**src/rtl/fwd_hazard_unit.sv**
```systemverilog
// -----------------------------------------------------------------------------
// fwd_hazard_unit
//
// Forwarding and load-use hazard unit for the integer pipeline. The unit keeps
// a shadow record {wr, ld, rd} for every instruction in flight between EX and
// the last writeback stage. For the instruction in ID it:
//   - raises a combinational stall when a source depends on a load whose data
//     is not yet in a forwardable pipeline register,
//   - registers EX operand-mux selects (nearest producer wins),
//   - counts cycles in which a stall bubble was inserted (saturating).
//
// Ports
//   clk          pipeline clock, rising edge
//   reset        asynchronous, active-high reset
//   id_valid     ID holds a real instruction
//   id_rs/id_rt  ID source registers A/B
//   id_rd        ID destination register
//   id_regwrite  ID instruction writes id_rd
//   id_memread   ID instruction is a load
//   freeze       global pipeline hold; all state holds
//   flush        squash the ID instruction (wins over stall)
//   stall        combinational; hold PC and IF/ID, inject bubble into EX
//   forward_rs   registered EX operand A source (0 = regfile, k = slot k-1)
//   forward_rt   registered EX operand B source
//   stall_count  saturating count of stall bubbles
// -----------------------------------------------------------------------------
module fwd_hazard_unit #(
  parameter int REG_AW     = 5,
  parameter int DEPTH      = 3,
  parameter int LOAD_READY = 2,
  parameter int FW         = $clog2(DEPTH + 1),
  parameter int CNT_W      = 16
) (
  input  logic              clk,
  input  logic              reset,
  input  logic              id_valid,
  input  logic [REG_AW-1:0] id_rs,
  input  logic [REG_AW-1:0] id_rt,
  input  logic [REG_AW-1:0] id_rd,
  input  logic              id_regwrite,
  input  logic              id_memread,
  input  logic              freeze,
  input  logic              flush,
  output logic              stall,
  output logic [FW-1:0]     forward_rs,
  output logic [FW-1:0]     forward_rt,
  output logic [CNT_W-1:0]  stall_count
);

  // The last writeback stage is never consulted (the register file writes
  // through for it), so only slots 0..DEPTH-2 carry state.
  localparam int NS = DEPTH - 1;

  logic              wr_r [NS];
  logic              ld_r [NS];
  logic [REG_AW-1:0] rd_r [NS];

  logic [FW-1:0]     sel_rs_s;
  logic [FW-1:0]     sel_rt_s;
  logic              haz_rs_s;
  logic              haz_rt_s;
  logic              stall_s;
  logic              bubble_s;

  // Nearest-producer search: scanning from the oldest tracked slot down to
  // slot 0 lets the youngest match overwrite older ones.
  always_comb begin
    sel_rs_s = {FW{1'b0}};
    sel_rt_s = {FW{1'b0}};
    haz_rs_s = 1'b0;
    haz_rt_s = 1'b0;
    for (int i = NS - 1; i >= 0; i--) begin
      if (wr_r[i] && (rd_r[i] == id_rs) && (id_rs != {REG_AW{1'b0}})) begin
        sel_rs_s = FW'(i + 1);
        haz_rs_s = ld_r[i] && ((i + 1) < LOAD_READY);
      end else begin
        sel_rs_s = sel_rs_s;
        haz_rs_s = haz_rs_s;
      end
      if (wr_r[i] && (rd_r[i] == id_rt) && (id_rt != {REG_AW{1'b0}})) begin
        sel_rt_s = FW'(i + 1);
        haz_rt_s = ld_r[i] && ((i + 1) < LOAD_READY);
      end else begin
        sel_rt_s = sel_rt_s;
        haz_rt_s = haz_rt_s;
      end
    end
  end

  // Stall and bubble decode; flush overrides a load-use stall.
  always_comb begin
    stall_s  = id_valid && !flush && (haz_rs_s || haz_rt_s);
    bubble_s = stall_s || flush || !id_valid;
  end

  assign stall = stall_s;

  // Slot pipeline: shift towards writeback on every non-frozen edge.
  always_ff @(posedge clk or posedge reset) begin
    if (reset) begin
      for (int i = 0; i < NS; i++) begin
        wr_r[i] <= 1'b0;
        ld_r[i] <= 1'b0;
        rd_r[i] <= {REG_AW{1'b0}};
      end
    end else if (!freeze) begin
      for (int i = NS - 1; i > 0; i--) begin
        wr_r[i] <= wr_r[i-1];
        ld_r[i] <= ld_r[i-1];
        rd_r[i] <= rd_r[i-1];
      end
      wr_r[0] <= bubble_s ? 1'b0 : id_regwrite;
      ld_r[0] <= bubble_s ? 1'b0 : id_memread;
      rd_r[0] <= id_rd;
    end
  end

  // Forward selects follow the ID instruction into EX; bubbles select regfile.
  always_ff @(posedge clk or posedge reset) begin
    if (reset) begin
      forward_rs <= {FW{1'b0}};
      forward_rt <= {FW{1'b0}};
    end else if (!freeze) begin
      forward_rs <= bubble_s ? {FW{1'b0}} : sel_rs_s;
      forward_rt <= bubble_s ? {FW{1'b0}} : sel_rt_s;
    end
  end

  // Saturating stall-bubble counter.
  always_ff @(posedge clk or posedge reset) begin
    if (reset) begin
      stall_count <= {CNT_W{1'b0}};
    end else if (!freeze && stall_s && (stall_count != {CNT_W{1'b1}})) begin
      stall_count <= stall_count + {{(CNT_W-1){1'b0}}, 1'b1};
    end
  end

endmodule

```
**config.mk**
```make
export PLATFORM = sky130hd
export DESIGN_NAME = fwd_hazard_unit
export DESIGN_NICKNAME = d
export VERILOG_FILES = /design/src/rtl/fwd_hazard_unit.sv
export SDC_FILE = /design/constraint.sdc
export NUM_CORES = 1
export LEC_CHECK = 0
export CORE_ASPECT_RATIO = 1.5
export CORE_MARGIN = 1
export CORE_UTILIZATION = 52
export CTS_BUF_LIST = sky130_fd_sc_hd__clkbuf_16
export DETAILED_ROUTE_END_ITERATION = 7
export MAX_ROUTING_LAYER = met4
export PLACE_DENSITY = 0.95
export SYNTH_ARGS = -nofsm -noshare
export SYNTH_HDL_FRONTEND = slang
export SYNTH_SLANG_ARGS = --single-unit
```
**constraint.sdc**
```tcl
create_clock -name clk -period 5.6 [get_ports clk]
set_input_delay 0.84 -clock clk [delete_from_list [all_inputs] [get_ports clk]]
set_output_delay 0.84 -clock clk [all_outputs]
set_load 0.1 [all_outputs]
```
After elaboration in Yosys (flattened, before gate mapping)
Cells that the tools add are included.

Flip-flop bits (word level): 33. Logic and storage cells: 44.

Add/sub/neg operators: 1. Equal/unequal tests: 5. Multiplexer cells: 10. Reductions and logical operators: 20.

Operators with widths (number): $eq 5x5->1 (4); $add 16x1->16 const B (1); $ne 16x16->1 const B (1); $logic_and 1x1->1 (12); $mux 2 (6); $reduce_bool 5->1 (2); $mux 1 (4); $logic_not 1->1 (3); $logic_or 1x1->1 (3).

Logic depth before layout (Yosys ltp)
Depth after elaboration: 9. Mapped depth: 8. Mapped depth without buffers: 6.

Worst setup path after synthesis
Ideal clock, no wire load.

Path type: input to output. Start: input port id_rt[2]. End: output port stall. Arrival: 3.991 ns. Required time: 4.760 ns. Setup slack: 0.769 ns. Cell stages on the path: 7. Path buffers: 1. Cells stage by stage: or4_1 nor2_1 or4_1 buf_6 nand2_1 nand2_1 nor3b_1.

Word-level cells in the longest chain between the ends: 6.

RTL lines: from (decl) (line 38) `input logic [REG_AW-1:0] id_rt,`; $eq 5x5->1 (line 80) `if (wr_r[i] && (rd_r[i] == id_rt) && (id_rt != {REG_AW{1'b0}})) begin`; $logic_and 1x1->1 (line 80); $logic_and 1x1->1 (*) (line 80); $mux 1 (*) (line 80); $logic_or 1x1->1 (*) (line 92) `stall_s = id_valid && !flush && (haz_rs_s || haz_rt_s);`; $logic_and 1x1->1 (*) (line 92); to (decl) (line 44) `output logic stall,`.

Every way passes the cells marked *; elsewhere a longest branch is shown, timed or not.

Worst setup path after layout
Start: input port id_rt[4]. End: output port stall.

Same word-level chain as after synthesis.

==> results.md <==
* Cell area power density at 274 mW/mm^2
* Number of buffers inserted to repair setup after CTS at 0
* Hold violation total from the final report at 0
* Signal arrival time at the worst endpoint at 3200 ps
* Initial core utilization at ~56%
* Count of antenna-violating nets left after detailed routing at 0
* Core region area at 0.00300 mm^2
* Accumulated negative setup slack at 0 ps
* Post-Synthesis Cells at ~150
* Worst slew margin at 34.9%
* Routability-driven placement congestion ratio at 0.930
* Largest area contributor in the netlist: sky130_fd_sc_hd__dfrtp_1
* Antenna violations before repair at 0
* Main combinational cell family by area after synthesis: XOR/XNOR gates
* Number of DRC violations after detailed-routing iteration 0 at 14
* Worst hold slack across all endpoints at 482 ps
* Post-Synth Adder-Cell Area at 0.745%
* Die outline width at 48.4 um
* Synth top area share at about half
* Most area-consuming cells after synthesis: sky130_fd_sc_hd__dfrtp_1 (49%), sky130_fd_sc_hd__xnor2_1 (9.4%), sky130_fd_sc_hd__xor2_1 (8.9%)
* Setup slack after placement at 1640 ps
* Startpoint kind of the worst setup timing path: input pin
* Hold Crit Class: register to register
* Post-synth EDFFs at 0
* Ratio of cells with drive above 1 in the final layout at 12.0%
* Total via count in the routed design at 1286
* Routing usage on met2 at 43.5%
* Static Leakage at 0.977 nW
* Pin count of the biggest net entering global routing at 34
* Synthesis warning total at 0
* Maximum vdd ir drop at 0.223 mV
* Pin slew with the least headroom to its limit at 974 ps
* Post-synth ARST share at 100%
* Maximum buffer depth of the clock tree at 2
* Sinks on the clock net at 33
* Seq cells post-synth at 33
* Gr usage total at between 20% and 30%
* Wire length of the first global-routing pass at 6170 um
* Net count after synthesis at roughly 170
* Core occupancy in the finished layout at 76.0%
* Clock transition at the registers of the reported paths at 50 ps
* Dominant register cell in the synthesized netlist: sky130_fd_sc_hd__dfrtp_1
* Met3 track demand over resource in global routing at 5.73%
* I/O Pins at 43
* TritonCTS clock tree: built
* Number of remaining DRC errors at 0
* Library cell used as clock root buffer: sky130_fd_sc_hd__clkbuf_16
* CP endpoint kind: output pin
* Quantity of hold-fixing buffers added after cts at 0
* Status: finished, final reports clean
* Data required, critical path at 4760 ps
* Post-synthesis cell area at 0.00168 mm^2
* Commonest cells in the synthesized netlist: sky130_fd_sc_hd__dfrtp_1 (33), sky130_fd_sc_hd__xnor2_1 (18), sky130_fd_sc_hd__xor2_1 (17)
* Post-route clock skew at 3.68 ps
* Inserted Diodes at 0
* HPWL after detailed placement at 2670 um
* Number of max-slew violations in the final report at 0
* Die area at around 0.0035 mm^2
* Number of filler cells placed in the layout at approximately 200
* Global route overflow at 0
* Xor/xnor cell area share of the yosys netlist at 18.2%
* Sequential element share of the synthesized area at 49.1%
* Wirelength per Cell at 15.4 um
* Worst path setup slack after routing at 1560 ps
* Mean number of vias per cell at around 5.6
* Final number of setup-violating endpoints at 0
* First drt pass iteration count at 4
* Num CTS Buffers at 5
* FF-to-FF setup slack at 3260 ps
* Number of library cell types mapped by synthesis at 27
* NumNets Final at 214
* Crit path kind: input pin to output pin
* Routed WL at 3550 um
* Routing layer with the top usage in global route: met2
* Source-to-sink clock delay at the later pin of the worst-skew pair at 280 ps
* Number of cell rows at 24
* Critical path peak fanout at 6
* H-tree levels at 2
* Most repeated cell in the gate-level netlist after synthesis: sky130_fd_sc_hd__dfrtp_1
* Total of max-cap violations at 0
* Met1 Track Usage GR at 23.4%
* Growth of design area from synthesis to finish at 35.7%
* Setup repair after global routing missed its margin: no
* DIE HEIGHT at 71.6 um
* Post-route minimum period at 4040 ps
* Port-buffer cells at between 40 and 50
* Number of global-route vias before repair at 1351
* Final period utilization at 72.1%
* Synthesized-area fraction occupied by ao, oa, aoi and oai cells at 5.36%
* Post-CTS Resized at 0
* Multiplexer share of the synthesized area at under 10%
* Post-synthesis simple-gate area fraction at 15.6%
* Synthesized area per cell at about 12 um^2
* Highest achievable clock rate at 248 MHz
[layer usage]
metal | vias up | routed length (um)
met4 | 0 | 176
met3 | 16 | 148
met5 | - | 0
li1 | 604 | -
met1 | 615 | 1270
met2 | 51 | 1960
[final timing paths]
kind                               startpoint  cells after the start        endpoint
max in group asynchronous               reset                      3         wr_r[1]
worst min register to register  forward_rs[1]                      2   forward_rs[1]
min in group asynchronous               reset                      3  stall_count[3]
worst min-delay path            forward_rs[1]                      2   forward_rs[1]
worst max register to register        rd_r[8]                      5  stall_count[1]
worst max-delay path                 id_rt[4]                      8           stall
[final cells by class]
type,instances,area (um^2),share of cell area [%]
clock buffer,5,125,5.49
clock inverter,3,37.5,1.65
inverter,3,11.3,0.494
multi-input combinational,105,807,35.4
sequential,33,826,36.2
tap,39,48.8,2.14
timing repair buffer,43,425,18.7
[critical path: stages]
cell and delay [ps]:
sky130_fd_sc_hd__clkdlybuf4s50_1 540, sky130_fd_sc_hd__or4_1 140, sky130_fd_sc_hd__nor2_1 50, sky130_fd_sc_hd__or4_1 690
sky130_fd_sc_hd__nand2_1 150, sky130_fd_sc_hd__nand2_1 110, sky130_fd_sc_hd__nor3b_1 320, sky130_fd_sc_hd__buf_4 360
[logic make-up after synthesis]
kind of cell    after synthesis
xor+xnor                     35
simple gates                 48
compound gates                9
fa+ha+maj                     1
flops                        33
mux                          12
buf+inv                       8
[placed cells by master, fill, tap and decap left out]
master / instances
sky130_fd_sc_hd__a211oi_4: 1
sky130_fd_sc_hd__a21oi_2: 1
sky130_fd_sc_hd__a32o_1: 2
sky130_fd_sc_hd__and2_1: 1
sky130_fd_sc_hd__and3_1: 5
sky130_fd_sc_hd__and4_1: 1
sky130_fd_sc_hd__buf_4: 2
sky130_fd_sc_hd__bufinv_16: 1
sky130_fd_sc_hd__clkbuf_16: 5
sky130_fd_sc_hd__clkdlybuf4s50_1: 41
sky130_fd_sc_hd__clkinv_1: 1
sky130_fd_sc_hd__dfrtp_1: 33
sky130_fd_sc_hd__ha_1: 1
sky130_fd_sc_hd__inv_1: 4
sky130_fd_sc_hd__mux2_2: 12
sky130_fd_sc_hd__nand2_1: 14
sky130_fd_sc_hd__nand3_1: 5
sky130_fd_sc_hd__nand4_1: 8
sky130_fd_sc_hd__nor2_1: 2
sky130_fd_sc_hd__nor3_1: 3
sky130_fd_sc_hd__nor3b_1: 2
sky130_fd_sc_hd__nor4_1: 2
sky130_fd_sc_hd__o2111ai_1: 2
sky130_fd_sc_hd__o311ai_1: 1
sky130_fd_sc_hd__o31ai_1: 2
sky130_fd_sc_hd__or3b_2: 1
sky130_fd_sc_hd__or4_1: 4
sky130_fd_sc_hd__xnor2_1: 18
sky130_fd_sc_hd__xor2_1: 17
[through the flow]
step | power, mW | instances | cell area [um^2]
2_1_floorplan | 0.300 | 146 | 1680
3_3_place_gp | 0.325 | 223 | 2120
3_5_place_dp | 0.329 | 223 | 2120
4_1_cts | 0.630 | 231 | 2280
5_1_grt | 0.646 | 231 | 2280
6_report | 0.624 | 231 | 2280
[state kept, by name, indices dropped and copies added (netlist names)]
| name | count |
|---|---|
| forward_rs | 2 |
| rd_r | 10 |
| forward_rt | 2 |
| stall_count | 16 |
| wr_r | 2 |
| ld_r | 1 |
[report_power, final]
part	internal [mW]	switching (mW)	total, mW
clock	0.206	0.0927	0.299
combinational	0.0357	0.0267	0.0624
sequential	0.249	0.0133	0.263
total	0.491	0.133	0.624
(Power assumes the default switching activity.)
==> RTL edit 1: new RTL, config.mk and constraints unchanged <==
Set the parameter `CNT_W` to 20 (it was 16).
--- a/src/rtl/fwd_hazard_unit.sv
+++ b/src/rtl/fwd_hazard_unit.sv
@@ -30,5 +30,5 @@
   parameter int LOAD_READY = 2,
   parameter int FW         = $clog2(DEPTH + 1),
-  parameter int CNT_W      = 16
+  parameter int CNT_W      = 20
 ) (
   input  logic              clk,
Ports: changed (resized stall_count); port bits go from 43 to 47. The function was not compared with the original's and may differ.
==> RTL edit 1 against the unedited design <==
Sequential power up 12%. Die area grew 24%. Power fell by 0.34%. Setup slack better by 0.024 ns. Design area grew 19%. Synthesized area rose by 25%. Final cell count is 18% higher. Register-to-register slack better by 0.20 ns. Core utilization fell by 4.0 points. Non-clock buffer count rose by 5. Sequential cell count increased by 4. Wire length rose by 41%. Largest cell class is now multi-input gates. Highest routed layer unchanged.
==> RTL edit 1: results (changes against the unedited design) <==
status finished clean; DP HPWL 3.56 mm (+33%); first-pass GRT wire length 8.60 mm (+39%); Distinct cells, synth 39 (+44%); max incr delay on CP 0.61 ns (-0.08 ns); hold path endpoint stall_count[10]; sequential share of the synthesized area 44.0% (-5.1 points); reg-to-reg startpoint rd_r[9]; Crit Path Max Fanout 19 (+13); number of global-route vias before repair 1,797 (+33%); R2R Path End wr_r[1]; Starting DRT DRC Count 88 (+74); GP Congestion 0.889 (-4.5%); filler instances 290 (+41%); Hold Crit Depth 1 (-1); list of most frequent post-synthesis cells dfrtp_1 (37), xnor2_1 (30), mux2_2 (12), o2111ai_1 (12); Leakage Power 1.06 nW (+8.7%); Slowest-stage cell, CP nor3_4; Worst R2R Setup Slack 3.46 ns (+0.20 ns); via count 1,725 (+34%); crit path from id_rs[0]; worst clock skew 0.00302 ns (-0.000662 ns); pin count of the biggest net entering global routing 38 (+12%); largest registers stall_count x20, rd_r x10; post-DR wirelength/cell 18.3 µm (+19%); Slew @ Worst Pin 0.980 ns (+0.00627 ns); met3 Use GR 6.67% (+0.93 points); Hold Startpoint stall_count[10]; Post-Syn Nets 204 (+21%); Arr. time, crit path 3.17 ns (-0.03 ns)
RTL edit 1: layer usage:
layer  up-vias  part of all wire [%]
li1        782                     -
met1       837                    34
met2        82                    59
met3        24                   3.7
met4         0                   3.6
met5         -                     0
RTL edit 1: power by group:
group	total, W	leakage, nW	switching [W]	internal [W]
registers	0.000294	0.488	0.0000156	0.000278
logic	0.0000701	0.506	0.0000308	0.0000393
clock network	0.000258	0.0685	0.0000990	0.000159
total	0.000622	1.06	0.000145	0.000476
RTL edit 1: final cells by class:
type,count,area share [%]
Clock buffer,5,4.60
Sequential cell,37,34.0
Inverter,2,0.276
Clock inverter,2,0.276
Timing Repair Buffer,48,17.4
Multi-Input combinational cell,136,41.5
Tap cell,43,1.98
RTL edit 1: per-stage QoR:
step	hold slack [ns]	cell area [µm²]	utilization [%]	instances	power [W]
3_5_place_dp	0.490	2590	68.4	266	0.000368
4_1_cts	0.497	2720	71.9	273	0.000626
3_3_place_gp	0.476	2590	68.4	266	0.000363
2_1_floorplan	0.501	2100	-	181	0.000337
6_report	0.489	2720	71.9	273	0.000622
5_1_grt	0.528	2720	71.9	273	0.000644
RTL edit 1: logic make-up (layout without fill, tap and decap cells):
| logic type | Yosys count | after routing | share of synthesized area [%] |
|---|---|---|---|
| adder cells (fa/ha/maj) | 1 | 1 | 0.595 |
| AO/OA/AOI/OAI | 33 | 33 | 13.6 |
| XOR/XNOR | 39 | 39 | 16.3 |
| multiplexers | 12 | 12 | 6.43 |
| buffers and inverters | 8 | 57 | 2.26 |
| AND/OR/NAND/NOR | 51 | 51 | 16.8 |
| flip-flops | 37 | 37 | 44.0 |
==> RTL edit 2: new RTL, same settings <==
Made on the original files. Register the output `stall_count` once more, cleared by the reset; this adds one clock of latency there. The other outputs are not delayed to match.
--- a/src/rtl/fwd_hazard_unit.sv
+++ b/src/rtl/fwd_hazard_unit.sv
@@ -51,4 +51,6 @@
   // through for it), so only slots 0..DEPTH-2 carry state.
   localparam int NS = DEPTH - 1;
+
+  logic [CNT_W-1:0] stall_count_s0;
 
   logic              wr_r [NS];
@@ -130,7 +132,15 @@
   always_ff @(posedge clk or posedge reset) begin
     if (reset) begin
-      stall_count <= {CNT_W{1'b0}};
-    end else if (!freeze && stall_s && (stall_count != {CNT_W{1'b1}})) begin
-      stall_count <= stall_count + {{(CNT_W-1){1'b0}}, 1'b1};
+      stall_count_s0 <= {CNT_W{1'b0}};
+    end else if (!freeze && stall_s && (stall_count_s0 != {CNT_W{1'b1}})) begin
+      stall_count_s0 <= stall_count_s0 + {{(CNT_W-1){1'b0}}, 1'b1};
+    end
+  end
+
+  always_ff @(posedge clk or posedge reset) begin
+    if (reset) begin
+      stall_count <= '0;
+    end else begin
+      stall_count <= stall_count_s0;
     end
   end
Behaviour: not the same (a bounded check fails within 4 cycles, from zero or initial values and one cycle with reset high).
==> RTL edit 2 against the unedited design <==
First-iteration DRC count grew to 2.6 times the old value. Sequential cell count grew 16. Design area grew 21%. Wire length grew 9.8%. Setup slack gained 0.43 ns. Register-to-register slack lost 0.37 ns. Synthesized area grew 25%. Count of clock-buffer cells in the layout is the same. Power grew 33%. Largest power group unchanged.
==> RTL edit 2: results (changes against the unedited design) <==
status finished clean; pre-CTS WS 1.89 ns (+0.250 ns); number of global-route vias before repair 1,405 (+4.0%); Arr. time, crit path 2.77 ns (-0.43 ns); placed insts 246 (+10%); net total in the final layout 231 (+7.9%); post-DR wirelength/cell 15.3 µm (-0.11%); net switching power 0.000171 W (+29%); Clk Latency, worst-skew pair 0.29 ns; Routed WL 3.90 mm (+9.8%); Post-Synthesis Cells 162 (+11%); Slew @ Worst Pin 1.01 ns (+0.0387 ns); total track usage 23.1% (-1.4 points); CTS Buf Count 5 (unchanged); r2r worst-path depth 5 (unchanged); diode count 0 (unchanged); Placement Cell Area 2560 µm² (+21%); htree depth 2 (unchanged); Worst R2R Setup Slack 2.89 ns (-0.37 ns); R2R Path End stall_count_s0[1]; worst clock skew 0.00712 ns (+0.00344 ns); reg-to-reg startpoint rd_r[7]; top cells by area, synth dfrtp_1 (58%), xnor2_1 (8.3%), mux2_2 (6.4%); Root Buffer clkbuf_16; clock-pin transition on the worst setup and hold timing paths 0.07 ns (+0.02 ns); Crit Path Max Fanout 5 (-1); hold path endpoint stall_count[7]; first-pass GRT wire length 6.76 mm (+9.5%); pin count of the biggest net entering global routing 50 (+47%); post-CTS setup buffer count 0 (unchanged); initial antenna violation count 0 (unchanged); filler instances 269 (+31%); Starting DRT DRC Count 37 (+23); DP HPWL 2.76 mm (+3.3%); list of most frequent post-synthesis cells dfrtp_1 (49), xnor2_1 (20), xor2_1 (15); share of cells above drive strength 1 15.3% (+3.3 points); Hold Crit Depth 0 (-2); Warnings, synthesis 0 (unchanged); Peak VDD IR 0.414 mV (+86%); Post-Syn Nets 185 (+9.5%); ys flop type dfrtp_1; first-pass iteration count of the detailed router 4 (unchanged); Hold Slack 0.426 ns (-0.0560 ns); ys async rst share 100% (unchanged); largest registers stall_count x16, stall_count_s0 x16, rd_r x10; vias per cell 5.48 (-1.6%); Leakage Power 1.22 nW (+24%); Hold Startpoint stall_count_s0[7]; Hold Crit Class reg2reg; GP Congestion 0.812 (-13%); area grow syn2layout 30.9%; sequential share of the synthesized area 58.3% (+9.2 points); Distinct cells, synth 28 (+3.7%); deepest clock path buffer count 2 (unchanged)
## RTL edit 2: area by class of cell
cell class                 count  area (µm²)  share of cell area (%)
sequential                    49        1230                    44.5
multi-input combinational    106         843                    30.6
timing repair buffer          42         418                    15.2
clock buffer                   5         125                    4.55
clock inverter                 3        68.8                    2.50
tap                           45        56.3                    2.05
inverter                       4        15.0                   0.545
## RTL edit 2: logic make-up after synthesis
group	count (synthesis)	share of synthesized area, %
AND/OR/NAND/NOR	50	14.6
flip-flops	49	58.3
XOR/XNOR	35	14.6
multiplexers	12	6.42
AO/OA/AOI/OAI	8	3.93
buffers and inverters	7	1.61
adder cells (fa/ha/maj)	1	0.595
## RTL edit 2: worst max-delay path by stage
stage	start	slack (ns)	endpoint
after floorplan	id_rs[2]	2.30	stall
after global placement	freeze	1.93	stall_count_s0[1]
after detailed placement	freeze	1.89	stall_count_s0[1]
after CTS	id_rs[2]	1.98	stall
after global routing	id_rs[4]	1.90	stall
final	id_rs[2]	1.99	stall
## RTL edit 2: worst max-delay path, cell delays in order
cell             delay [ns]
clkdlybuf4s50_1        0.56
or4_1                  0.14
nor2_1                 0.05
or4_4                  0.59
nand2_1                0.11
and4b_1                0.19
buf_4                  0.29
## RTL edit 2: metal layers
layer / vias up / share of wire [%] / global-route usage [%]
li1: 657 / - / -
met1: 685 / 39 / 28.1
met2: 35 / 55 / 34.9
met3: 14 / 2.7 / 4.57
met4: 0 / 3.1 / 13.2
met5: - / 0 / -
## RTL edit 2: power groups by stage
stage | sequential (W) | combinational, W | clock, W
after floorplan | 0.000382 | 0.0000381 | 0
after global placement | 0.000383 | 0.0000617 | 0
after detailed placement | 0.000384 | 0.0000641 | 0
after CTS | 0.000377 | 0.0000649 | 0.000391
after global routing | 0.000379 | 0.0000712 | 0.000409
final | 0.000378 | 0.0000641 | 0.000386
